## config.mk

```make
export PLATFORM = sky130hd
export DESIGN_NAME = i2c_mem_arbiter
export DESIGN_NICKNAME = d
export VERILOG_FILES = /design/src/rtl/i2c_arb_pkg.sv /design/src/rtl/i2c_toggle_sync.sv /design/src/rtl/i2c_mem_arbiter.sv
export SDC_FILE = /design/constraint.sdc
export NUM_CORES = 1
export LEC_CHECK = 0
export CELL_PAD_IN_SITES_DETAIL_PLACEMENT = 0
export CELL_PAD_IN_SITES_GLOBAL_PLACEMENT = 1
export CORE_MARGIN = 2
export CORE_UTILIZATION = 32
export DETAILED_ROUTE_END_ITERATION = 12
export HOLD_SLACK_MARGIN = 0.12
export PLACE_DENSITY = 0.86
export SYNTH_ARGS = -nofsm -noshare
export SYNTH_HDL_FRONTEND = slang
export SYNTH_HIERARCHICAL = 1
export SYNTH_SLANG_ARGS = --single-unit
```

## constraint.sdc

```tcl
create_clock -name clk -period 1.6 [get_ports clk]
set_clock_uncertainty 0.05 [all_clocks]
set_input_delay 0.32 -clock clk [delete_from_list [all_inputs] [get_ports clk]]
set_output_delay 0.32 -clock clk [all_outputs]
set_load 0.03 [all_outputs]
```

## src/rtl/i2c_arb_pkg.sv

```systemverilog
// rtl/i2c_arb_pkg.sv - shared types for the I2C/host register memory arbiter
package i2c_arb_pkg;

  // Sequencer states: pick a requester, strobe memory, wait for read data, report completion
  typedef enum logic [1:0] {
    IDLE   = 2'd0,
    ACCESS = 2'd1,
    RDWAIT = 2'd2,
    DONE   = 2'd3
  } arb_state_t;

  // Which requester owns the access currently in flight
  typedef enum logic {
    OWN_I2C  = 1'b0,
    OWN_HOST = 1'b1
  } owner_t;

  // Counter width able to hold 0..max_val inclusive
  function automatic int unsigned count_width(input int unsigned max_val);
    return (max_val < 1) ? 1 : $clog2(max_val + 1);
  endfunction

endpackage

```

## src/rtl/i2c_toggle_sync.sv

```systemverilog
// rtl/i2c_toggle_sync.sv - multi-flop synchroniser for the SCL-domain request toggle
module i2c_toggle_sync #(
  parameter int SYNC_STAGES = 2
) (
  input  logic clk,
  input  logic rst_n,
  input  logic tgl_in,
  output logic tgl_sync
);

  logic [SYNC_STAGES-1:0] chain;

  // Shift the asynchronous toggle through the flop chain; the last flop is safe to use
  always_ff @(posedge clk or negedge rst_n) begin
    if (!rst_n) begin
      chain <= '0;
    end else begin
      chain <= {chain[SYNC_STAGES-2:0], tgl_in};
    end
  end

  assign tgl_sync = chain[SYNC_STAGES-1];

endmodule

```

## src/rtl/i2c_mem_arbiter.sv

```systemverilog
// rtl/i2c_mem_arbiter.sv - arbitrates one register memory between I2C and host; optional I2C_ARB_WP_EN write protect
module i2c_mem_arbiter
  import i2c_arb_pkg::*;
#(
  parameter int AW              = 8,
  parameter int DW              = 8,
  parameter int SYNC_STAGES     = 2,
  parameter int HOST_STARVE_MAX = 4,
  parameter int WP_BOUNDARY     = 'hF0
) (
  input  logic          clk,
  input  logic          rst_n,
  // I2C subordinate side (SCL domain, toggle handshake)
  input  logic          i2c_req_tgl,
  input  logic          i2c_we,
  input  logic [AW-1:0] i2c_addr,
  input  logic [DW-1:0] i2c_wdata,
  output logic          i2c_ack_tgl,
  output logic [DW-1:0] i2c_rdata,
  output logic          hold_clock_low,
  // Local host side
  input  logic          host_req,
  input  logic          host_we,
  input  logic [AW-1:0] host_addr,
  input  logic [DW-1:0] host_wdata,
  output logic          host_done,
  output logic [DW-1:0] host_rdata,
`ifdef I2C_ARB_WP_EN
  output logic          wp_violation,
`endif
  // Single-port memory
  output logic          mem_en,
  output logic          mem_we,
  output logic [AW-1:0] mem_addr,
  output logic [DW-1:0] mem_wdata,
  input  logic [DW-1:0] mem_rdata
);

  localparam int unsigned CW = count_width(HOST_STARVE_MAX);
  localparam logic [CW-1:0] STARVE_LIMIT = CW'(HOST_STARVE_MAX);
  localparam logic [AW-1:0] WP_ADDR = AW'(WP_BOUNDARY);

`ifdef I2C_ARB_WP_EN
  localparam bit WP_ON = 1'b1;
`else
  localparam bit WP_ON = 1'b0;
`endif

  arb_state_t     state, state_nxt;
  owner_t         owner, load_owner;
  logic           load;
  logic           ack_fire;
  logic           tgl_synced;
  logic           ack_q;
  logic           hcl_q;
  logic           i2c_pend;
  logic           host_starved;
  logic           pick_i2c;
  logic           pick_host;
  logic           wp_hit;
  logic [CW-1:0]  starve_cnt;
  logic           lat_we;
  logic [AW-1:0]  lat_addr;
  logic [DW-1:0]  lat_wdata;
  logic [DW-1:0]  i2c_rdata_q;
  logic [DW-1:0]  host_rdata_q;

  i2c_toggle_sync #(
    .SYNC_STAGES(SYNC_STAGES)
  ) u_req_sync (
    .clk     (clk),
    .rst_n   (rst_n),
    .tgl_in  (i2c_req_tgl),
    .tgl_sync(tgl_synced)
  );

  // Only the parity difference between request and ack toggles matters
  assign i2c_pend     = tgl_synced ^ ack_q;
  assign host_starved = host_req && (starve_cnt == STARVE_LIMIT);
  assign pick_i2c     = i2c_pend && !host_starved;
  assign pick_host    = !pick_i2c && host_req;
  assign wp_hit       = WP_ON && i2c_we && (i2c_addr >= WP_ADDR);

  // State register; an async reset aborts any access in flight
  always_ff @(posedge clk or negedge rst_n) begin
    if (!rst_n) begin
      state <= IDLE;
    end else begin
      state <= state_nxt;
    end
  end

  // Next-state and strobe decode; completion flags become visible in DONE
  always_comb begin
    state_nxt  = state;
    mem_en     = 1'b0;
    host_done  = 1'b0;
    load       = 1'b0;
    load_owner = OWN_I2C;
    ack_fire   = 1'b0;
    case (state)
      IDLE: begin
        if (pick_i2c) begin
          load       = 1'b1;
          load_owner = OWN_I2C;
          if (wp_hit) begin
            state_nxt = DONE;
            ack_fire  = 1'b1;
          end else begin
            state_nxt = ACCESS;
          end
        end else if (pick_host) begin
          load       = 1'b1;
          load_owner = OWN_HOST;
          state_nxt  = ACCESS;
        end
      end
      ACCESS: begin
        mem_en = 1'b1;
        if (lat_we) begin
          state_nxt = DONE;
          ack_fire  = (owner == OWN_I2C);
        end else begin
          state_nxt = RDWAIT;
        end
      end
      RDWAIT: begin
        state_nxt = DONE;
        ack_fire  = (owner == OWN_I2C);
      end
      DONE: begin
        host_done = (owner == OWN_HOST);
        state_nxt = IDLE;
      end
      default: state_nxt = IDLE;
    endcase
  end

  // Capture the winning request so the requester may move on once it is complete
  always_ff @(posedge clk or negedge rst_n) begin
    if (!rst_n) begin
      owner     <= OWN_I2C;
      lat_we    <= 1'b0;
      lat_addr  <= '0;
      lat_wdata <= '0;
    end else if (load) begin
      owner     <= load_owner;
      lat_we    <= (load_owner == OWN_I2C) ? i2c_we    : host_we;
      lat_addr  <= (load_owner == OWN_I2C) ? i2c_addr  : host_addr;
      lat_wdata <= (load_owner == OWN_I2C) ? i2c_wdata : host_wdata;
    end
  end

  // Ack toggles on the edge entering DONE so it lands together with the read data
  always_ff @(posedge clk or negedge rst_n) begin
    if (!rst_n) begin
      ack_q <= 1'b0;
    end else if (ack_fire) begin
      ack_q <= ~ack_q;
    end
  end

  // SCL is stretched while an I2C request is outstanding (one clk of lag is tolerated)
  always_ff @(posedge clk or negedge rst_n) begin
    if (!rst_n) begin
      hcl_q <= 1'b0;
    end else begin
      hcl_q <= i2c_pend;
    end
  end

  // Memory returns data one cycle after the strobe; route it to the owner's holding register
  always_ff @(posedge clk or negedge rst_n) begin
    if (!rst_n) begin
      i2c_rdata_q  <= '0;
      host_rdata_q <= '0;
    end else if (state == RDWAIT) begin
      if (owner == OWN_I2C) begin
        i2c_rdata_q <= mem_rdata;
      end else begin
        host_rdata_q <= mem_rdata;
      end
    end
  end

  // Count I2C grants taken while the host waits; forces one host grant at the limit
  always_ff @(posedge clk or negedge rst_n) begin
    if (!rst_n) begin
      starve_cnt <= '0;
    end else if (!host_req) begin
      starve_cnt <= '0;
    end else if ((state == IDLE) && pick_host) begin
      starve_cnt <= '0;
    end else if ((state == IDLE) && pick_i2c && (starve_cnt != STARVE_LIMIT)) begin
      starve_cnt <= starve_cnt + CW'(1);
    end
  end

`ifdef I2C_ARB_WP_EN
  logic lat_wp;

  // Remember that the I2C request was refused so DONE can flag it
  always_ff @(posedge clk or negedge rst_n) begin
    if (!rst_n) begin
      lat_wp <= 1'b0;
    end else if (load) begin
      lat_wp <= pick_i2c && wp_hit;
    end
  end

  assign wp_violation = (state == DONE) && lat_wp;
`endif

  assign i2c_ack_tgl    = ack_q;
  assign i2c_rdata      = i2c_rdata_q;
  assign hold_clock_low = hcl_q;
  assign host_rdata     = host_rdata_q;
  assign mem_we         = mem_en && lat_we;
  assign mem_addr       = lat_addr;
  assign mem_wdata      = lat_wdata;

endmodule

```

Word level (Yosys, flattened, before mapping):

Index checks and enable logic that the tools add are counted.
Widths: inputs -> output; s select.

* flip-flop bits (word level): 43
* input bits: 46
* word-level logic and storage cells: 53

* $add $sub $neg: 1
* equal/unequal tests: 7
* muxes and demuxes: 19
* bitwise operators: 3
* reductions and logical operators: 12

Operators with widths (count)
* $mux 8: 2
* $mux 1: 10
* $mux 3: 3
* $pmux 2 s4: 1
* $logic_and 1x1->1: 7
* $ne 3x3->1 const B: 2
* $eq 2x2->1 const B: 2
* $mux 2: 2
* $reduce_and 2->1: 2
* $add 3x1->3 const B: 1
* $eq 3x3->1 const B: 1
* $ne 3x1->1 const B: 1
* $eq 2x1->1 const B: 1
* $logic_not 1->1: 2
* $logic_not 2->1: 1
* $not 1->1: 2
* $pmux 1 s2: 1
* $xor 1x1->1: 1

Logic depth before layout (Yosys ltp):

Gate-level depths: netlist (run 1).

* depth in word-level cells: 10
* depth in mapped cells: 7
* depth with buffers taken out: 5

Cells and area by module:

Netlist (run 1), hierarchy kept.

By module, submodules not included
* i2c_mem_arbiter: times used 1, cells an instance 220, area an instance 2447.3 sq um, sequential area each 1026.0 sq um
* i2c_toggle_sync: times used 1, cells an instance 2, area an instance 50.0 sq um, sequential area each 50.0 sq um

Worst setup path after synthesis (run 1):

Ideal clock, no wire load.

* path type: register to register
* start point: reg state[1]
* end point: reg lat_addr[0], in the netlist mem_addr[0]
* library setup time: 122 ps
* arrival time: 1518 ps
* slack: -89 ps
* stages on the path, launching flop included: 8
* buffers on the path: 2
* clock period less this slack: 1689 ps
* path through: dfrtp_1 > inv_1 > ha_1 > buf_2 > nand4_1 > clkbuf_1 > or2_2 > o2111a_1

* cells in the longest elaborated chain, start to end: 3
* elaborated cells between the ends (all ways): 4
* those cells by class: 3 x mux; 1 x reduce/logical

RTL lines
* from (decl): RTL line i2c_mem_arbiter.sv:49 `arb_state_t state, state_nxt;`
* from (signal assigned): RTL line i2c_mem_arbiter.sv:89 `state <= state_nxt;`
* $logic_not 2->1 (*): RTL line i2c_mem_arbiter.sv:101 `case (state)`
* $mux 1: RTL line i2c_mem_arbiter.sv:101
* $mux 8: RTL line i2c_mem_arbiter.sv:149 `lat_addr <= (load_owner == OWN_I2C) ? i2c_addr : host_addr;`
* to (signal assigned): RTL line i2c_mem_arbiter.sv:149
* to (decl): RTL line i2c_mem_arbiter.sv:63 `logic [AW-1:0] lat_addr;`

Mark *: on every way between the ends. The rest lies on a longest branch, timed or not.
A chain may end at the register's enable or synchronous reset.

Worst setup path in the final report (run 1):

* start point: reg state[1]
* end point: out mem_we

* cells in the longest elaborated chain, start to end: 3

RTL lines
* $eq 2x1->1: RTL line i2c_mem_arbiter.sv:101
* $mux 1: RTL line i2c_mem_arbiter.sv:101
* $logic_and 1x1->1: RTL line i2c_mem_arbiter.sv:218 `assign mem_we = mem_en && lat_we;`
* to (decl): RTL line i2c_mem_arbiter.sv:33 `output logic mem_we,`

No other way between the ends.

==> out/qor.csv, run 1 <==
stage,metric,value,unit
placed_design,port_buffers,82,
clock_network,clockBufferDepth,2,
clock_network,clk_pin_slew,0.09,ns
critical_path,r2r-start,state[0]$_DFFE_PN0P_,
clock_network,clk_latency,0.30,ns
clock_network,cts_tree,built,
critical_path,cp_cell_sequence,"inv_2, buf_6, ha_4, and2_4, buf_6",
placed_design,dpl.hpwl,4.48,mm
synthesis,synth_simple_gate_area_share,23.4,%
grt,grt_pass1_wl,11.5,mm
critical_path,cp_num_buf_inv,3,
critical_path,path_max_fanout,3,
critical_path,crit_path_frequent_cell,buf_6,
route,drcViolationCount,0,
die,initial_utilization,32.7,%
route,viasPerCell,5.09,
placed_design,gp_congestion,0.770,
synthesis,yosysUniqueCellTypes,36,
route,routed_wl,7.16,mm
grt,globalRouteTotalUtil,17.0,%
sta,rsz0062_at_grt,yes,
sta,worst_slew_pin_slew,0.335,ns
min_path,holdCritStartpoint,u_req_sync/chain[0]$_DFF_PN0_,
synthesis,synthTopCellsByArea,"dfrtp_1, mux2_2, o2111a_1",
synthesis,synth_adder_area_share,3.01,%
power_and_ir_drop,powerDensity,1920,nW/um^2
grt,grt_max_degree,44,
power_and_ir_drop,power.total,7.68,mW
min_path,hold_class,reg2reg,
flow_run,maxCapViolCount,0,
synthesis,synth_seq_cells,43,
synthesis,synth_top_cell_by_area,dfrtp_1,
sta,slew_viol_final,0,
sta,relSlewSlack,77.7,%
critical_path,critPathSlowestCell,dfrtp_1,
critical_path,reg2reg_slack,-0.09,ns
grt,gr-total-overflow,0,
sta,finalCritPeriodShare,107,%
finish,areaGrowthSynthToFinish,59.9,%
synthesis,synth_compound_area_share,11.6,%
power_and_ir_drop,p_leak,1.70,nW
sta,min_period,1.71,ns
grt,grt_pass1_vias,2291,
sta,max_freq,586,MHz
sta,final_hold_viol_count,0,
clock_network,cts_buffers,5,
synthesis,ys.flop_type,dfrtp_1,
route,firstDrtPassIters,4,
clock_network,numClockSinks,43,
synthesis,syn_area,2500,sq um
clock_network,h-tree-depth,2,
grt,antenna_found_initial,0,
finish,drive_gt1_share,29.6,%
sta,whs,0.312,ns
finish,fin_nets,382,
die,core_area,7650,sq um
synthesis,synth_xor_area_share,1.45,%
critical_path,crit_path_max_incr_delay,0.40,ns
die,die_area,8530,sq um
critical_path,end_kind,primary output,
die,io-pin-count,83,
die,fp-row-count,32,
synthesis,async_flop_share,100,%
synthesis,synth-edff-count,0,
route,wire_per_inst,16.5,um
synthesis,yosys_warnings,6,
critical_path,cp.arrival,1.34,ns
critical_path,critPathLaunchType,register,
synthesis,syn_area_per_cell,11.2,sq um
route,ant_nets,0,
synthesis,syn_inst,222,
critical_path,required,1.23,ns
synthesis,synth_top_family_by_area,simple AND/OR/NAND/NOR gates,
critical_path,timing_worst_setup_path_type,reg2out,
critical_path,crit_start,state[1]$_DFFE_PN0P_,
die,die_x,92.3,um
run_status,violations,setup timing,
route,vias,2204,
die,die_y,92.3,um
placed_design,place_area,3600,sq um
critical_path,cpLargestDelayFamily,flip-flops,
run_status,status,finished with violations,
sta,setup-violations-final,19,
clock_network,clockRootBuffer,clkbuf_8,
power_and_ir_drop,ir_drop,625,uV
synthesis,syn_nets,274,
synthesis,ys_seq_area_share,43.1,%
finish,antennaDiodeCount,0,
finish,post-route-util,52.2,%
synthesis,netlist.area_leader.share,43.1,%
sta,final.setup.worst_slack,-0.107,ns
synthesis,synth.area.mux_share,13.6,%
synthesis,synth.top_cells.by_count,"dfrtp_1, nor3b_1, and3b_1",
synthesis,synthMostInstantiatedCell,dfrtp_1,
route,drtIter0Drc,84,
finish,stdcell_area,3990,sq um
==> layout make-up <==
class	count	area (sq um)
Clock buffer	5	68.8
Timing Repair Buffer	114	1120
Inverter	5	18.8
Tap cell	102	128
Multi-Input combinational cell	161	1530
Fill cell	669	3650
Sequential cell	43	1080
Clock inverter	3	43.8
==> through the flow <==
step	setup slack, ns	setup TNS, ns	instances
after floorplan	-0.0245	-0.220	222
after global placement	-0.132	-2.32	414
after detailed placement	-0.146	-2.49	414
after CTS	-0.152	-1.82	428
after global routing	-0.161	-2.77	433
final	-0.107	-1.32	433
==> repair_timing <==
item	CTS	global route
resized for setup	65	38
pin swaps	2	10
gates cloned	3	1
buffers inserted	2	4
endpoints found under the hold margin	43	0
endpoints found under the setup margin	62	30
hold buffers	1	0
==> per-layer routing <==
| metal | vias to the layer above | GRT usage (%) | routed length [um] |
|---|---|---|---|
| li1 | 1037 | - | - |
| met1 | 1115 | 21.5 | 3070 |
| met2 | 48 | 29.4 | 3740 |
| met3 | 4 | 3.42 | 283 |
| met4 | 0 | 4.85 | 64 |
| met5 | - | 0 | 0 |
==> power by group <==
part | total (mW) | internal (mW) | switching (mW)
Combinational | 4.90 | 2.36 | 2.54
Clock | 0.861 | 0.465 | 0.396
Sequential | 1.92 | 1.62 | 0.303
Total | 7.68 | 4.44 | 3.24
==> cells by family after synthesis <==
family | count (synthesis)
buffers and inverters | 21
flip-flops | 43
AND/OR/NAND/NOR | 86
multiplexers | 32
adder cells (fa/ha/maj) | 6
XOR/XNOR | 2
AO/OA/AOI/OAI | 32
==> layout by cell type, fill, tap and decap left out, types with 2 or more instances in the layout <==
cell	count
nand4_1	2
o2111a_1	16
nand2_1	3
dfrtp_1	42
buf_12	5
dlygate4sd2_1	34
and2_4	2
mux2_2	12
a21boi_0	2
nor2_1	3
a21oi_1	3
buf_4	16
or3_1	16
nand2b_1	2
ha_4	4
nor3b_1	18
nor3_1	2
mux2_4	4
a21bo_4	4
or2_4	16
inv_2	4
mux2i_1	16
o21ai_0	3
clkbuf_8	5
clkdlybuf4s50_1	44
and3b_1	17
buf_6	12
==> flip-flops by register name, indices dropped and copies added, names as in the netlist <==
register          count
owner                 1
mem_wdata             8
hold_clock_low        1
starve_cnt            3
i2c_ack_tgl           1
u_req_sync/chain      2
lat_we                1
i2c_rdata             8
mem_addr              8
state                 2
host_rdata            8
==> worst paths after layout <==
path	end	cells after the start
max	mem_we	5
min	u_req_sync/chain[1]$_DFF_PN0_	0
max reg2reg	mem_wdata[7]$_DFFE_PN0P_	6
min reg2reg	u_req_sync/chain[1]$_DFF_PN0_	0
max in group asynchronous	i2c_ack_tgl$_DFFE_PN0P_	3
min in group asynchronous	owner$_DFFE_PN0P_	3
(Power assumes the default switching activity.)
==> run 2: changes to the inputs <==
--- a/config.mk
+++ b/config.mk
@@ -5,10 +5,11 @@
 export SDC_FILE = /design/constraint.sdc
 export NUM_CORES = 1
 export LEC_CHECK = 0
+export ABC_AREA = 1
 export CELL_PAD_IN_SITES_DETAIL_PLACEMENT = 0
 export CELL_PAD_IN_SITES_GLOBAL_PLACEMENT = 1
 export CORE_MARGIN = 2
-export CORE_UTILIZATION = 32
+export CORE_UTILIZATION = 28
 export DETAILED_ROUTE_END_ITERATION = 12
 export HOLD_SLACK_MARGIN = 0.12
 export PLACE_DENSITY = 0.86
==> run 2 against run 1 <==
Net effect: the run now ends clean; maximum frequency rose by 8.0%; core utilization fell by 7.8 points; power fell by 24%; sequential share of layout area rose by 6.2 points; die area fell by 3.1%; design area fell by 19%; synthesized cell count rose by 20%; hold slack got worse by 0.0062 ns; global-route usage fell by 4.1 points; sequential cell count did not move; count of clock-buffer cells in the layout rose by 1; critical endpoint unchanged; largest cell class is now registers.
==> out/qor.csv, run 2 <==
stage,metric,value,unit
run_status,status,"finished, final reports clean",
synthesis,synth.top_cells.by_count,"nand2_1, inv_1, dfrtp_1, nand3_1, o21ai_0",
flow_run,maxCapViolCount,0,
clock_network,clk_pin_slew,0.09,ns
route,routed_wl,5.16,mm
clock_network,clk_latency,0.29,ns
sta,whs,0.306,ns
grt,gr-total-overflow,0,
route,firstDrtPassIters,4,
synthesis,synth_top_cell_by_area,dfrtp_1,
die,core_area,7290,sq um
synthesis,syn_inst,266,
synthesis,async_flop_share,100,%
clock_network,clockRootBuffer,clkbuf_8,
synthesis,syn_nets,318,
critical_path,required,1.23,ns
route,ant_nets,0,
grt,globalRouteTotalUtil,12.9,%
placed_design,gp_congestion,0.769,
sta,rsz0062_at_grt,yes,
synthesis,synthTopCellsByArea,"dfrtp_1, nand2_1, inv_1",
sta,max_freq,633,MHz
synthesis,synth_seq_cells,43,
finish,stdcell_area,3240,sq um
synthesis,synthMostInstantiatedCell,nand2_1,
route,viasPerCell,4.17,
clock_network,h-tree-depth,2,
sta,finalCritPeriodShare,98.8,%
placed_design,dpl.hpwl,3.92,mm
power_and_ir_drop,ir_drop,577,uV
synthesis,ys_seq_area_share,50.9,%
grt,grt_pass1_wl,8.82,mm
power_and_ir_drop,powerDensity,1790,nW/um^2
critical_path,end_kind,primary output,
synthesis,yosysUniqueCellTypes,20,
die,fp-row-count,31,
critical_path,cp.arrival,1.21,ns
finish,final_cells,463,
grt,grt_max_degree,44,
critical_path,timing_worst_setup_path_type,reg2out,
sta,relSlewSlack,77.2,%
route,wire_per_inst,11.1,um
power_and_ir_drop,p_leak,1.75,nW
die,io-pin-count,83,
route,vias,1933,
sta,worst_slew_pin_slew,0.338,ns
clock_network,clockBufferDepth,2,
sta,slew_viol_final,0,
die,initial_utilization,29.0,%
critical_path,path_max_fanout,4,
synthesis,yosys_warnings,6,
route,drcViolationCount,0,
sta,final_hold_viol_count,0,
grt,antenna_found_initial,0,
finish,areaGrowthSynthToFinish,53.2,%
finish,fill_cells,766,
die,die_y,90.9,um
synthesis,netlist.area_leader.share,50.9,%
synthesis,syn_area,2110,sq um
die,die_area,8260,sq um
finish,fin_nets,415,
placed_design,place_area,3100,sq um
placed_design,placedCellCount,450,
finish,drive_gt1_share,11.8,%
route,drtIter0Drc,83,
sta,min_period,1.58,ns
synthesis,synth-edff-count,0,
finish,mostFrequentLayoutCells,"nand2_1, inv_1, clkdlybuf4s50_1, dfrtp_1, nand3_1",
die,die_x,90.9,um
synthesis,ys.flop_type,dfrtp_1,
clock_network,numClockSinks,43,
synthesis,syn_area_per_cell,7.95,sq um
finish,final_common_cell,nand2_1,
sta,setup-violations-final,0,
clock_network,cts_tree,built,
clock_network,cts_buffers,5,
critical_path,critPathLaunchType,register,
grt,grt_pass1_vias,1984,
min_path,hold_class,reg2reg,
finish,antennaDiodeCount,0,
placed_design,port_buffers,82,
-- run 2: worst paths after layout --
path,to,startpoint,slack [ns],cells after the start
worst min-delay path,u_req_sync/chain[1]$_DFF_PN0_,u_req_sync/chain[0]$_DFF_PN0_,0.31,0
min in group asynchronous,i2c_rdata[4]$_DFFE_PN0P_,rst_n,0.50,3
max in group asynchronous,mem_addr[4]$_DFFE_PN0P_,rst_n,0.78,3
worst min register to register,u_req_sync/chain[1]$_DFF_PN0_,u_req_sync/chain[0]$_DFF_PN0_,0.31,0
worst max register to register,mem_addr[2]$_DFFE_PN0P_,state[1]$_DFFE_PN0P_,0.13,8
worst max-delay path,mem_we,state[1]$_DFFE_PN0P_,0.02,5
-- run 2: final cells by class --
class	instances	area [sq um]	area share [%]
timing repair buffer	98	937	28.9
tap	99	124	3.82
sequential	43	1080	33.2
inverter	55	208	6.41
clock buffer	6	72.6	2.24
clock inverter	2	12.5	0.386
multi-input combinational	160	810	25.0
-- run 2: metrics by stage --
step | total power [mW] | setup slack (ns) | setup TNS, ns | util (%)
floorplan | 3.87 | 0.0254 | 0 | -
global placement | 5.27 | -0.0402 | -0.607 | 42.5
detailed placement | 5.32 | -0.106 | -1.55 | 42.5
CTS | 5.78 | 0.00125 | 0 | 43.9
global route | 6.25 | -0.0352 | -0.0686 | 44.4
finish | 5.80 | 0.0195 | 0 | 44.4
-- run 2: cell families after synthesis --
family	share of synthesized area, %
AO/OA/AOI/OAI	6.21
XOR/XNOR	0.414
buffers and inverters	12.9
adder cells (fa/ha/maj)	3.55
flip-flops	50.9
AND/OR/NAND/NOR	26.0
-- run 2: worst max-delay path, cell delays in order (launching register included) --
cell and delay, ns:
dfrtp_1 0.41, inv_2 0.13, ha_4 0.15, nand2_2 0.04
inv_2 0.05, buf_6 0.12
-- run 2: timing repair --
| action | CTS | global route |
|---|---|---|
| buffers inserted | 3 | 1 |
| pin swaps | 2 | 2 |
| hold buffers | 1 | 0 |
| hold endpoints to repair | 43 | 0 |
| gates resized for setup | 42 | 6 |
| setup endpoints to repair | 37 | 32 |
| gates cloned | 0 | 0 |
-- run 2: metal layers --
metal | part of all wire (%) | vias to the layer above | wire [um] | GRT usage (%)
li1 | - | 1002 | - | -
met1 | 45 | 879 | 2330 | 16.2
met2 | 49 | 46 | 2550 | 22.3
met3 | 4.4 | 6 | 225 | 3.17
met4 | 1.0 | 0 | 54 | 3.16
met5 | 0 | - | 0 | 0
-- run 2: power by group --
part           leakage, nW  total, mW  internal (mW)  switching (mW)
combinational         1.18       3.29           1.21            2.08
sequential           0.530       1.85           1.58           0.267
clock               0.0412      0.665          0.305           0.360
